File: src/rtl/ram_fifo_level.sv
// RAM-backed FIFO with fill level, almost-full/almost-empty hints, sticky
// overflow/underflow errors and a selectable registered or FWFT read port.
module ram_fifo_level #(
  parameter int unsigned WIDTH     = 8,
  parameter int unsigned ADDR_W    = 4,
  parameter int unsigned FWFT      = 0,
  parameter int unsigned AF_THRESH = 2**ADDR_W - 2,
  parameter int unsigned AE_THRESH = 2
) (
  input  logic              clk,
  input  logic              res,
  input  logic              shift_in,
  input  logic [WIDTH-1:0]  wdata,
  input  logic              shift_out,
  input  logic              clr_err,
  output logic [WIDTH-1:0]  rdata,
  output logic [ADDR_W:0]   level,
  output logic              full,
  output logic              empty,
  output logic              almost_full,
  output logic              almost_empty,
  output logic              overflow,
  output logic              underflow
);

  localparam int unsigned DEPTH = 2**ADDR_W;
  localparam int unsigned PW    = ADDR_W + 1;
  localparam logic [PW-1:0] DEPTH_L = PW'(DEPTH);
  localparam logic [PW-1:0] AF_L    = PW'(AF_THRESH);
  localparam logic [PW-1:0] AE_L    = PW'(AE_THRESH);

  logic [WIDTH-1:0] mem [DEPTH];
  logic [PW-1:0]    wr_ptr;
  logic [PW-1:0]    rd_ptr;
  logic [PW-1:0]    wr_ptr_nxt;
  logic [PW-1:0]    rd_ptr_nxt;
  logic [PW-1:0]    level_nxt;
  logic             rd_acc;
  logic             wr_acc;

  // Accept decisions use only registered flags; a full FIFO can take a write
  // when a read frees a slot in the same cycle, an empty one never passes through.
  always_comb begin
    rd_acc     = shift_out && !empty;
    wr_acc     = shift_in && (!full || rd_acc);
    wr_ptr_nxt = wr_ptr + PW'(wr_acc);
    rd_ptr_nxt = rd_ptr + PW'(rd_acc);
    level_nxt  = wr_ptr_nxt - rd_ptr_nxt;
  end

  // Pointers, level, status flags and sticky errors; flags are registered from
  // the next pointer values so they line up with the pointers themselves.
  always_ff @(posedge clk) begin
    if (res) begin
      wr_ptr       <= '0;
      rd_ptr       <= '0;
      level        <= '0;
      full         <= 1'b0;
      empty        <= 1'b1;
      almost_full  <= 1'b0;
      almost_empty <= 1'b1;
      overflow     <= 1'b0;
      underflow    <= 1'b0;
    end else begin
      wr_ptr       <= wr_ptr_nxt;
      rd_ptr       <= rd_ptr_nxt;
      level        <= level_nxt;
      full         <= (level_nxt == DEPTH_L);
      empty        <= (level_nxt == '0);
      almost_full  <= (level_nxt >= AF_L);
      almost_empty <= (level_nxt <= AE_L);
      overflow     <= (overflow && !clr_err) || (shift_in && !wr_acc);
      underflow    <= (underflow && !clr_err) || (shift_out && empty);
    end
  end

  // Storage array; contents are not reset, and no write is taken during reset.
  always_ff @(posedge clk) begin
    if (!res && wr_acc) begin
      mem[wr_ptr[ADDR_W-1:0]] <= wdata;
    end
  end

  generate
    if (FWFT == 0) begin : g_reg_read
      // Registered read: head word lands on rdata on the accepting edge.
      always_ff @(posedge clk) begin
        if (res) begin
          rdata <= '0;
        end else if (rd_acc) begin
          rdata <= mem[rd_ptr[ADDR_W-1:0]];
        end
      end
    end else begin : g_fwft_read
      // First-word-fall-through: head word is always presented.
      assign rdata = mem[rd_ptr[ADDR_W-1:0]];
    end
  endgenerate

endmodule
File: config.mk
export PLATFORM = sky130hd
export DESIGN_NAME = ram_fifo_level
export DESIGN_NICKNAME = d
export VERILOG_FILES = /design/src/rtl/ram_fifo_level.sv
export SDC_FILE = /design/constraint.sdc
export NUM_CORES = 1
export LEC_CHECK = 0
export BUFFER_PORTS_ARGS = -buffer_cell sky130_fd_sc_hd__clkbuf_2
export CAP_MARGIN = 5
export CORE_MARGIN = 4
export CORE_UTILIZATION = 39
export CTS_CLUSTER_DIAMETER = 120
export CTS_CLUSTER_SIZE = 8
export DETAILED_ROUTE_END_ITERATION = 10
export PLACE_DENSITY = 0.66
export RECOVER_POWER = 100
export SLEW_MARGIN = 40
export SYNTH_ARGS = -nofsm -noshare
export SYNTH_HDL_FRONTEND = slang
export SYNTH_SLANG_ARGS = --single-unit
File: constraint.sdc
create_clock -name clk -period 4 [get_ports clk]
set_input_delay 0.8 -clock clk [delete_from_list [all_inputs] [get_ports clk]]
set_output_delay 0.8 -clock clk [all_outputs]
set_load 0.02 [all_outputs]
==> results of run 1 <==
logic make-up (layout without fill, tap and decap cells):
logic type / after synthesis / after routing / share of synthesized area
flops: 157 / 157 / 0.7230
simple gates: 68 / 68 / 0.05337
compound gates: 45 / 45 / 0.05030
mux: 32 / 32 / 0.1178
buf+inv: 25 / 78 / 0.01615
xor+xnor: 13 / 13 / 0.02106
fa+ha+maj: 9 / 9 / 0.01840
per-layer routing:
| layer | share of wire | wire [um] |
|---|---|---|
| met1 | 0.45 | 5557 |
| met2 | 0.49 | 6012 |
| met5 | 0 | 0 |
| met4 | 0.016 | 202 |
| met3 | 0.049 | 606 |
worst min-delay path by stage:
| stage | from | to | slack, ns | cells past startpoint |
|---|---|---|---|---|
| 3_3_place_gp | overflow | overflow | 0.47 | 2 |
| 4_1_cts | overflow | overflow | 0.50 | 2 |
| 3_5_place_dp | overflow | overflow | 0.48 | 2 |
| 2_1_floorplan | wr_ptr[4] | wr_ptr[4] | 0.49 | 2 |
| 6_report | rdata[5] | rdata[5] | 0.49 | 2 |
| 5_1_grt | overflow | overflow | 0.53 | 2 |
layout by cell type, fill, tap and decap left out, drive strengths merged, types with 3 or more instances in the layout:
cell | Yosys | layout
nor2b | 6 | 6
xor2 | 5 | 5
clkinvlp | 0 | 3
nor3 | 5 | 5
clkbuf | 10 | 54
xnor2 | 8 | 8
edfxtp | 128 | 128
inv | 8 | 14
clkinv | 0 | 4
mux4 | 32 | 32
ha | 9 | 9
nand2b | 5 | 5
nor2 | 36 | 36
dfxtp | 29 | 29
o21ai | 4 | 4
a21oi | 17 | 17
a22oi | 17 | 17
nand3 | 5 | 5
nand3b | 4 | 4
power breakdown:
group,switching [mW],leakage [nW],internal [mW]
clock,0.658,0.280,0.930
combinational,0.350,0.565,0.236
sequential,0.0331,1.39,1.83
registers in the layout (all words and copies together), names as in the netlist:
signal and cells:
full 1, mem 128, wr_ptr 5, almost_full 1
rdata 8, rd_ptr 5, overflow 1, underflow 1
empty 1, level 5, almost_empty 1
final cells by class:
cell class / count / area (um2) / area share
clock buffers: 17 / 425.4 / 0.06046
clock inverters: 15 / 161.4 / 0.02294
inverters: 8 / 30.03 / 0.004267
multi-input cells: 167 / 1582 / 0.2248
flip-flops and latches: 157 / 4424 / 0.6287
well taps: 211 / 264.0 / 0.03752
repair buffers: 38 / 150.1 / 0.02134
critical path: stages:
cell and delay [ns]:
clkbuf_1 0.09, nand2b_1 0.10, inv_1 0.06, o21ai_0 0.34
inv_1 0.08, ha_1 0.22, ha_1 0.30, xnor2_1 0.14
ha_1 0.19, nor2_1 0.30, nand2_1 0.10, a31oi_1 0.38
xor2_2 0.16, a41o_1 0.25
per-stage QoR:
stage,instances,total power [mW],utilization,hold WS (ns)
floorplan,349,2.338,-,0.4865
global placement,581,2.508,0.4260,0.4690
detailed placement,581,2.520,0.4260,0.4818
CTS,613,4.105,0.4643,0.4959
global route,613,4.217,0.4595,0.5287
finish,613,4.040,0.4595,0.4918
==> flow_summary.yaml, run 1 <==
run_status:
  status: "finished, final reports clean"
cts:
  clk_pin_slew_ns: 0.06
  post_cts_resized: 0
  numCtsBuffers: 17
  htreeDepth: 4
  cts_root_buf: "clkbuf_16"
  cts_tree: "done"
  post-cts-setup-buffers: 0
  cts_buffer_depth: 2
  clkSinkCount: 157
  hold_buffers: 0
  clk_latency_ns: 0.42
sta:
  worst_pin_slew_ns: 1.348
  slew_violations: 0
  hold_viol_final: 0
  setup_viol: 0
  max_freq_ghz: 0.3102
  fin_tns_setup_ns: 0
  period_share: 0.8058
  setup_slack_ns: 0.7766
  rsz0062_at_grt: "false"
  timing.final.crit_period_ns: 3.223
  skew_ns: 0.007338
  relSlewSlack: 0.1013
job:
  maxCapViolations: 0
place:
  place_hpwl_um: 7883
  pre_cts_ws_ns: 0.4963
  io_buffers: 31
  gp_congestion: 0.7466
  dpl_cell_area_mm2: 0.006524
synth:
  synthDistinctLibCells: 34
  netlist_top_cells_area: "edfxtp_1 63%, mux4_2 12%, dfxtp_1 9.5%, nor2_1 2.2%, a22oi_1 2.1%"
  synth_nets: 371
  ys.flop_type: "edfxtp_1"
  synth_most_common_cell: "edfxtp_1"
  avgSynthCellArea_um2: 17.53
  yosysSeqAreaShare: 0.7230
  yosysTopAreaCell: "edfxtp_1"
  ys_warn_count: 0
  synth_common_cells: "128 x edfxtp_1, 36 x nor2_1, 32 x mux4_2"
  synth_cells: 349
  synth-seq-cells: 157
  async_flop_share: 0
  synth_edf_count: 128
  synth_area_mm2: 0.006120
  yosysTopAreaCellShare: 0.6281
power_and_ir_drop:
  power.density_mw_per_mm2: 574.1
  leakage_nw: 2.235
  irDropWorstVdd_mv: 0.3009
hold_path:
  hold_class: "flip-flop to flip-flop"
die:
  ioPinCount: 32
  die_h_um: 133.3
  initial_core_util: 0.3996
  fp.dieArea_mm2: 0.01776
  rows: 45
  core_mm2: 0.01531
  die_x_um: 133.3
global_routing:
  antenna_found_initial: 0
  grt_busiest_layer: "met2"
  grt_use_met1: 0.1975
  grt_util_met2: 0.2342
  gr-usage-met3: 0.04154
  grt_pass1_wl_um: 19260
  grt_max_degree: 33
  grt_pass1_vias: 3309
  grt_usage: 0.1472
  grt_overflow: 0
setup_path:
  timing.rr.start: "empty"
  critPathCapture: "almost_empty"
  worstReg2RegEnd: "almost_empty"
  crit_fanout: 5
  r2r_cells: 13
  critPathArrivalTime_ns: 3.53
  startpoint: "shift_out"
  ff2ff_setup_slack_ns: 0.87
  crit_type: "input pin to flip-flop"
  crit_path_start_kind: "input pin"
  critPathRequiredTime_ns: 4.30
  critPathCaptureType: "flip-flop"
drt:
  via_per_inst: 5.173
  wl_per_cell_um: 20.19
  drc: 0
  dr_total_vias: 3171
  ant_nets: 0
  first_pass_iters: 4
  first_iter_violations: 207
  drt-total-wl_um: 12380
final_layout:
  final_nets: 411
  area_growth_pct: 14.99
  final_layout_size_suffix_gt1_frac: 0.1716
  fillerInstances: 1377
  finish.instance_area_mm2: 0.007037
  antenna-diode-count: 0
Note: power is estimated with default switching activity, not from simulation.
==> run 2: changes to the inputs <==
==> constraint.sdc (replaced) <==
create_clock -name clk -period 3.1 [get_ports clk]
set_input_delay 0.62 -clock clk [delete_from_list [all_inputs] [get_ports clk]]
set_output_delay 0.62 -clock clk [all_outputs]
set_load 0.02 [all_outputs]
==> flow_summary.yaml, run 2 (synthesized netlist as in run 1, its figures left out) <==
run_status:
  status: "finished, final reports clean"
die:
  initial_core_util: 0.3996
  die_x_um: 133.3
  die_h_um: 133.3
  ioPinCount: 32
  rows: 45
  fp.dieArea_mm2: 0.01776
  core_mm2: 0.01531
drt:
  first_iter_violations: 258
  drc: 0
  first_pass_iters: 4
  dr_wl_met3_um: 696
  wl_met1_um: 5509
  drt-total-wl_um: 12390
  met2_length_um: 5967
  wl_per_cell_um: 19.64
  dr_total_vias: 3223
  ant_nets: 0
  via_per_inst: 5.108
  top_layer: "met4"
power_and_ir_drop:
  swShare: 0.2447
  leakage_nw: 2.316
  clkPwrFrac: 0.415
  pwr-share-seq: 0.439
  irDropWorstVdd_mv: 0.7873
  p_int_mw: 4.146
  pwr-share-comb: 0.145
  power.switching_mw: 1.344
  power.density_mw_per_mm2: 762.0
cts:
  numCtsBuffers: 17
  clk_latency_ns: 0.42
  htreeDepth: 4
  cts_buffer_depth: 2
  clkSinkCount: 157
  clk_pin_slew_ns: 0.06
  hold_buffers: 0
  cts_root_buf: "clkbuf_16"
  post-cts-setup-buffers: 0
  post_cts_resized: 0
  cts_tree: "done"
hold_path:
  hold_class: "input pin to flip-flop"
global_routing:
  grt_max_degree: 20
  grt_overflow: 0
  grt_pass1_vias: 3363
  antenna_found_initial: 0
  grt_pass1_wl_um: 19110
  grt_usage: 0.1476
setup_path:
  crit_path_cell_trace: "nand2b_1 -> inv_1 -> o21ai_0 -> inv_1 -> ha_1 -> ha_1 -> xnor2_1 -> ha_1 -> nor2_2 -> nand2_1 -> a31oi_4 -> xor2_2 -> a41o_1"
  critPathArrivalTime_ns: 3.11
  crit_path_start_kind: "flip-flop"
  timing.rr.start: "empty"
  cpMostUsedCell: "ha_1"
  crit_slowest_cell: "dfxtp_1"
  crit_fanout: 4
  crit_type: "flip-flop to flip-flop"
  r2r_cells: 13
  critPathCapture: "almost_empty"
  worstReg2RegEnd: "almost_empty"
  critPathRequiredTime_ns: 3.41
  critPathCaptureType: "flip-flop"
  ff2ff_setup_slack_ns: 0.30
  startpoint: "empty"
  critical_path.max_stage_delay_ns: 0.37
sta:
  rsz0062_at_grt: "false"
  worst_pin_slew_ns: 0.7782
  hold_viol_final: 0
  skew_ns: 0.01084
  slew_violations: 0
  relSlewSlack: 0.4812
  max_freq_ghz: 0.3569
  fin_tns_setup_ns: 0
  timing.final.crit_period_ns: 2.802
  setup_viol: 0
  period_share: 0.9039
final_layout:
  fin_cells: 631
  final_nets: 429
  area_growth_pct: 17.73
  final_common_cell: "edfxtp_1"
  final_layout_size_suffix_gt1_frac: 0.1833
  final_cell_mix: "128 x edfxtp_1, 47 x clkbuf_1, 35 x nor2_1"
  largest_register_ffs: 128
  antenna-diode-count: 0
place:
  gp_congestion: 0.7883
  place_hpwl_um: 8209
  io_buffers: 31
  placed_cells: 599
job:
  maxCapViolations: 0
-- run 2: changes by cell type in the layout (fill, tap and decap cells not counted), moves of 2 or more --
cell	before	now
clkbuf_1	34	47
buf_4	1	5
bufinv_16	2	5
clkinv_1	2	0
-- run 2: how the worst min path moves through the flow --
stage | from | endpoint | slack [ns] | depth (start not counted)
2_1_floorplan | wr_ptr[4] | wr_ptr[4] | 0.49 | 2
3_3_place_gp | overflow | overflow | 0.46 | 2
3_5_place_dp | rdata[0] | rdata[0] | 0.48 | 2
4_1_cts | shift_out | underflow | 0.46 | 3
5_1_grt | shift_out | underflow | 0.48 | 3
6_report | shift_out | underflow | 0.48 | 3
-- run 2: through the flow --
stage | hold slack, ns | power (mW) | area, um2 | worst slack [ns] | utilization
after floorplan | 0.4865 | 3.020 | 6122 | 0.02852 | -
after global placement | 0.4611 | 3.269 | 6661 | 0.1622 | 0.4350
after detailed placement | 0.4764 | 3.286 | 6661 | 0.03230 | 0.4350
after CTS | 0.4561 | 5.573 | 7318 | 0.2933 | 0.4779
after global routing | 0.4775 | 5.719 | 7204 | 0.1128 | 0.4704
final | 0.4763 | 5.490 | 7204 | 0.2980 | 0.4704
-- run 2: cell type report --
type | instances | area [um2]
fillers | 1376 | 8110
flip-flops and latches | 157 | 4424
well taps | 211 | 264.0
inverters | 8 | 30.03
multi-input cells | 167 | 1592
repair buffers | 56 | 237.7
clock buffers | 18 | 429.2
clock inverters | 14 | 227.7
-- run 2: critical path: cells and delay by family, from the launching register on --
| kind | cells | cell delay (ns) |
|---|---|---|
| AO/OA/AOI/OAI | 3 | 0.77 |
| buffers and inverters | 2 | 0.14 |
| AND/OR/NAND/NOR | 3 | 0.43 |
| flip-flops | 1 | 0.37 |
| XOR/XNOR | 2 | 0.26 |
| adder cells (fa/ha/maj) | 3 | 0.73 |
-- run 2: power groups by stage --
stage / clock [mW] / sequential [mW] / combinational (mW)
floorplan: 0 / 2.52 / 0.505
detailed placement: 0 / 2.46 / 0.826
global route: 2.43 / 2.42 / 0.874
finish: 2.28 / 2.41 / 0.797
CTS: 2.33 / 2.41 / 0.834
global placement: 0 / 2.45 / 0.815
-- run 2: metal layers --
metal | GRT usage | vias to the layer above
met5 | 0 | -
met4 | 0.05257 | 0
met3 | 0.04758 | 12
met2 | 0.2311 | 90
met1 | 0.1949 | 1635
li1 | - | 1486
==> run 3: changes to the inputs <==
--- a/config.mk
+++ b/config.mk
@@ -13,7 +13,7 @@
 export CTS_CLUSTER_SIZE = 8
 export DETAILED_ROUTE_END_ITERATION = 10
 export PLACE_DENSITY = 0.66
-export RECOVER_POWER = 100
+export RECOVER_POWER = 25
 export SLEW_MARGIN = 40
 export SYNTH_ARGS = -nofsm -noshare
 export SYNTH_HDL_FRONTEND = slang
==> flow_summary.yaml, run 3 (synthesized netlist as in run 1, its figures left out) <==
global_routing:
  grt_pass1_vias: 3363
  antenna_found_initial: 0
  grt_overflow: 0
  grt_pass1_wl_um: 19110
  grt_max_degree: 20
  grt_usage: 0.1476
hold_path:
  hold_class: "input pin to flip-flop"
  whs_path_depth: 3
place:
  io_buffers: 31
  place_hpwl_um: 8209
  gp_congestion: 0.7883
die:
  die_h_um: 133.3
  rows: 45
  fp.dieArea_mm2: 0.01776
  core_mm2: 0.01531
  initial_core_util: 0.3996
  ioPinCount: 32
  die_x_um: 133.3
sta:
  slew_violations: 0
  max_freq_ghz: 0.3580
  fin_tns_setup_ns: 0
  hold_viol_final: 0
  relSlewSlack: 0.4854
  period_share: 0.9011
  rsz0062_at_grt: "false"
  worst_pin_slew_ns: 0.7718
  setup_viol: 0
  skew_ns: 0.01105
  hold_slack_ns: 0.4789
  timing.final.crit_period_ns: 2.794
drt:
  dr_total_vias: 3204
  first_pass_iters: 4
  ant_nets: 0
  via_per_inst: 5.078
  wl_per_cell_um: 19.57
  first_iter_violations: 294
  drt-total-wl_um: 12350
  drc: 0
setup_path:
  crit_path_start_kind: "flip-flop"
  crit_slowest_cell: "dfxtp_1"
  critPathCapture: "almost_empty"
  crit_fanout: 4
  startpoint: "empty"
  crit_path_cell_trace: "nand2b_1 -> inv_1 -> o21ai_0 -> inv_1 -> ha_1 -> ha_1 -> xnor2_1 -> ha_1 -> nor2_2 -> nand2_1 -> a31oi_4 -> xor2_2 -> a41o_1"
  r2r_cells: 13
  crit_type: "flip-flop to flip-flop"
  critPathArrivalTime_ns: 3.10
  critPathCaptureType: "flip-flop"
  critPathRequiredTime_ns: 3.41
  timing.rr.start: "empty"
  worstReg2RegEnd: "almost_empty"
  critical_path.max_stage_delay_ns: 0.37
  ff2ff_setup_slack_ns: 0.31
  cpMostUsedCell: "ha_1"
cts:
  htreeDepth: 4
  cts_tree: "done"
  cts_root_buf: "clkbuf_16"
  numCtsBuffers: 17
  cts_buffer_depth: 2
  clkSinkCount: 157
  clk_pin_slew_ns: 0.06
  post_cts_resized: 0
  clk_latency_ns: 0.42
  post-cts-setup-buffers: 0
  hold_buffers: 0
final_layout:
  antenna-diode-count: 0
  area_growth_pct: 19.42
  fillerInstances: 1341
  final_layout_size_suffix_gt1_frac: 0.2786
  final_common_cell: "edfxtp_1"
  largest_register_ffs: 128
  final_util: 0.4772
  final_nets: 429
  final_cell_mix: "128 x edfxtp_1, 35 x nor2_1, 32 x mux4_2"
job:
  maxCapViolations: 0
power_and_ir_drop:
  leakage_nw: 2.458
  irDropWorstVdd_mv: 0.7888
  power.density_mw_per_mm2: 753.8
run_status:
  status: "finished, final reports clean"
-- run 3: final cells by class --
cell class	count	area, um2	area share
Tap cell	211	264.0	0.03612
Inverter	8	30.03	0.004109
Multi-Input combinational cell	167	1599	0.2188
Clock inverter	14	227.7	0.03116
Clock buffer	18	429.2	0.05872
Timing Repair Buffer	56	332.8	0.04554
Sequential cell	157	4425	0.6055
-- run 3: power by group --
| group | total [mW] | internal (mW) | switching [mW] |
|---|---|---|---|
| clock | 2.28 | 1.45 | 0.833 |
| sequential | 2.41 | 2.37 | 0.0471 |
| combinational | 0.814 | 0.353 | 0.461 |
-- run 3: per-stage QoR --
step           instances  power [mW]  instance area, um2  setup WS (ns)
6_report             631       5.509                7308         0.3065
5_1_grt              631       5.740                7308         0.1210
4_1_cts              631       5.573                7318         0.2933
3_5_place_dp         599       3.286                6661        0.03230
3_3_place_gp         599       3.269                6661         0.1622
2_1_floorplan        349       3.020                6122        0.02852
-- run 3: critical path, delay by kind of cell, from the launching register on --
| family | cells | cell delay (ns) |
|---|---|---|
| flops | 1 | 0.37 |
| buf+inv | 2 | 0.14 |
| compound gates | 3 | 0.77 |
| xor+xnor | 2 | 0.26 |
| simple gates | 3 | 0.43 |
| fa+ha+maj | 3 | 0.73 |
-- run 3: worst min-delay path by stage --
stage,startpoint,end,slack (ns)
after floorplan,wr_ptr[4],wr_ptr[4],0.49
after global placement,overflow,overflow,0.46
after detailed placement,rdata[0],rdata[0],0.48
after CTS,shift_out,underflow,0.46
after global routing,shift_out,underflow,0.48
final,shift_out,underflow,0.48
-- run 3: per-layer routing --
layer | global-route usage | vias up | wire length [um]
met5 | 0 | - | 0
met1 | 0.1949 | 1627 | 5475
li1 | - | 1483 | -
met2 | 0.2311 | 85 | 5916
met3 | 0.04758 | 9 | 764
met4 | 0.05257 | 0 | 193
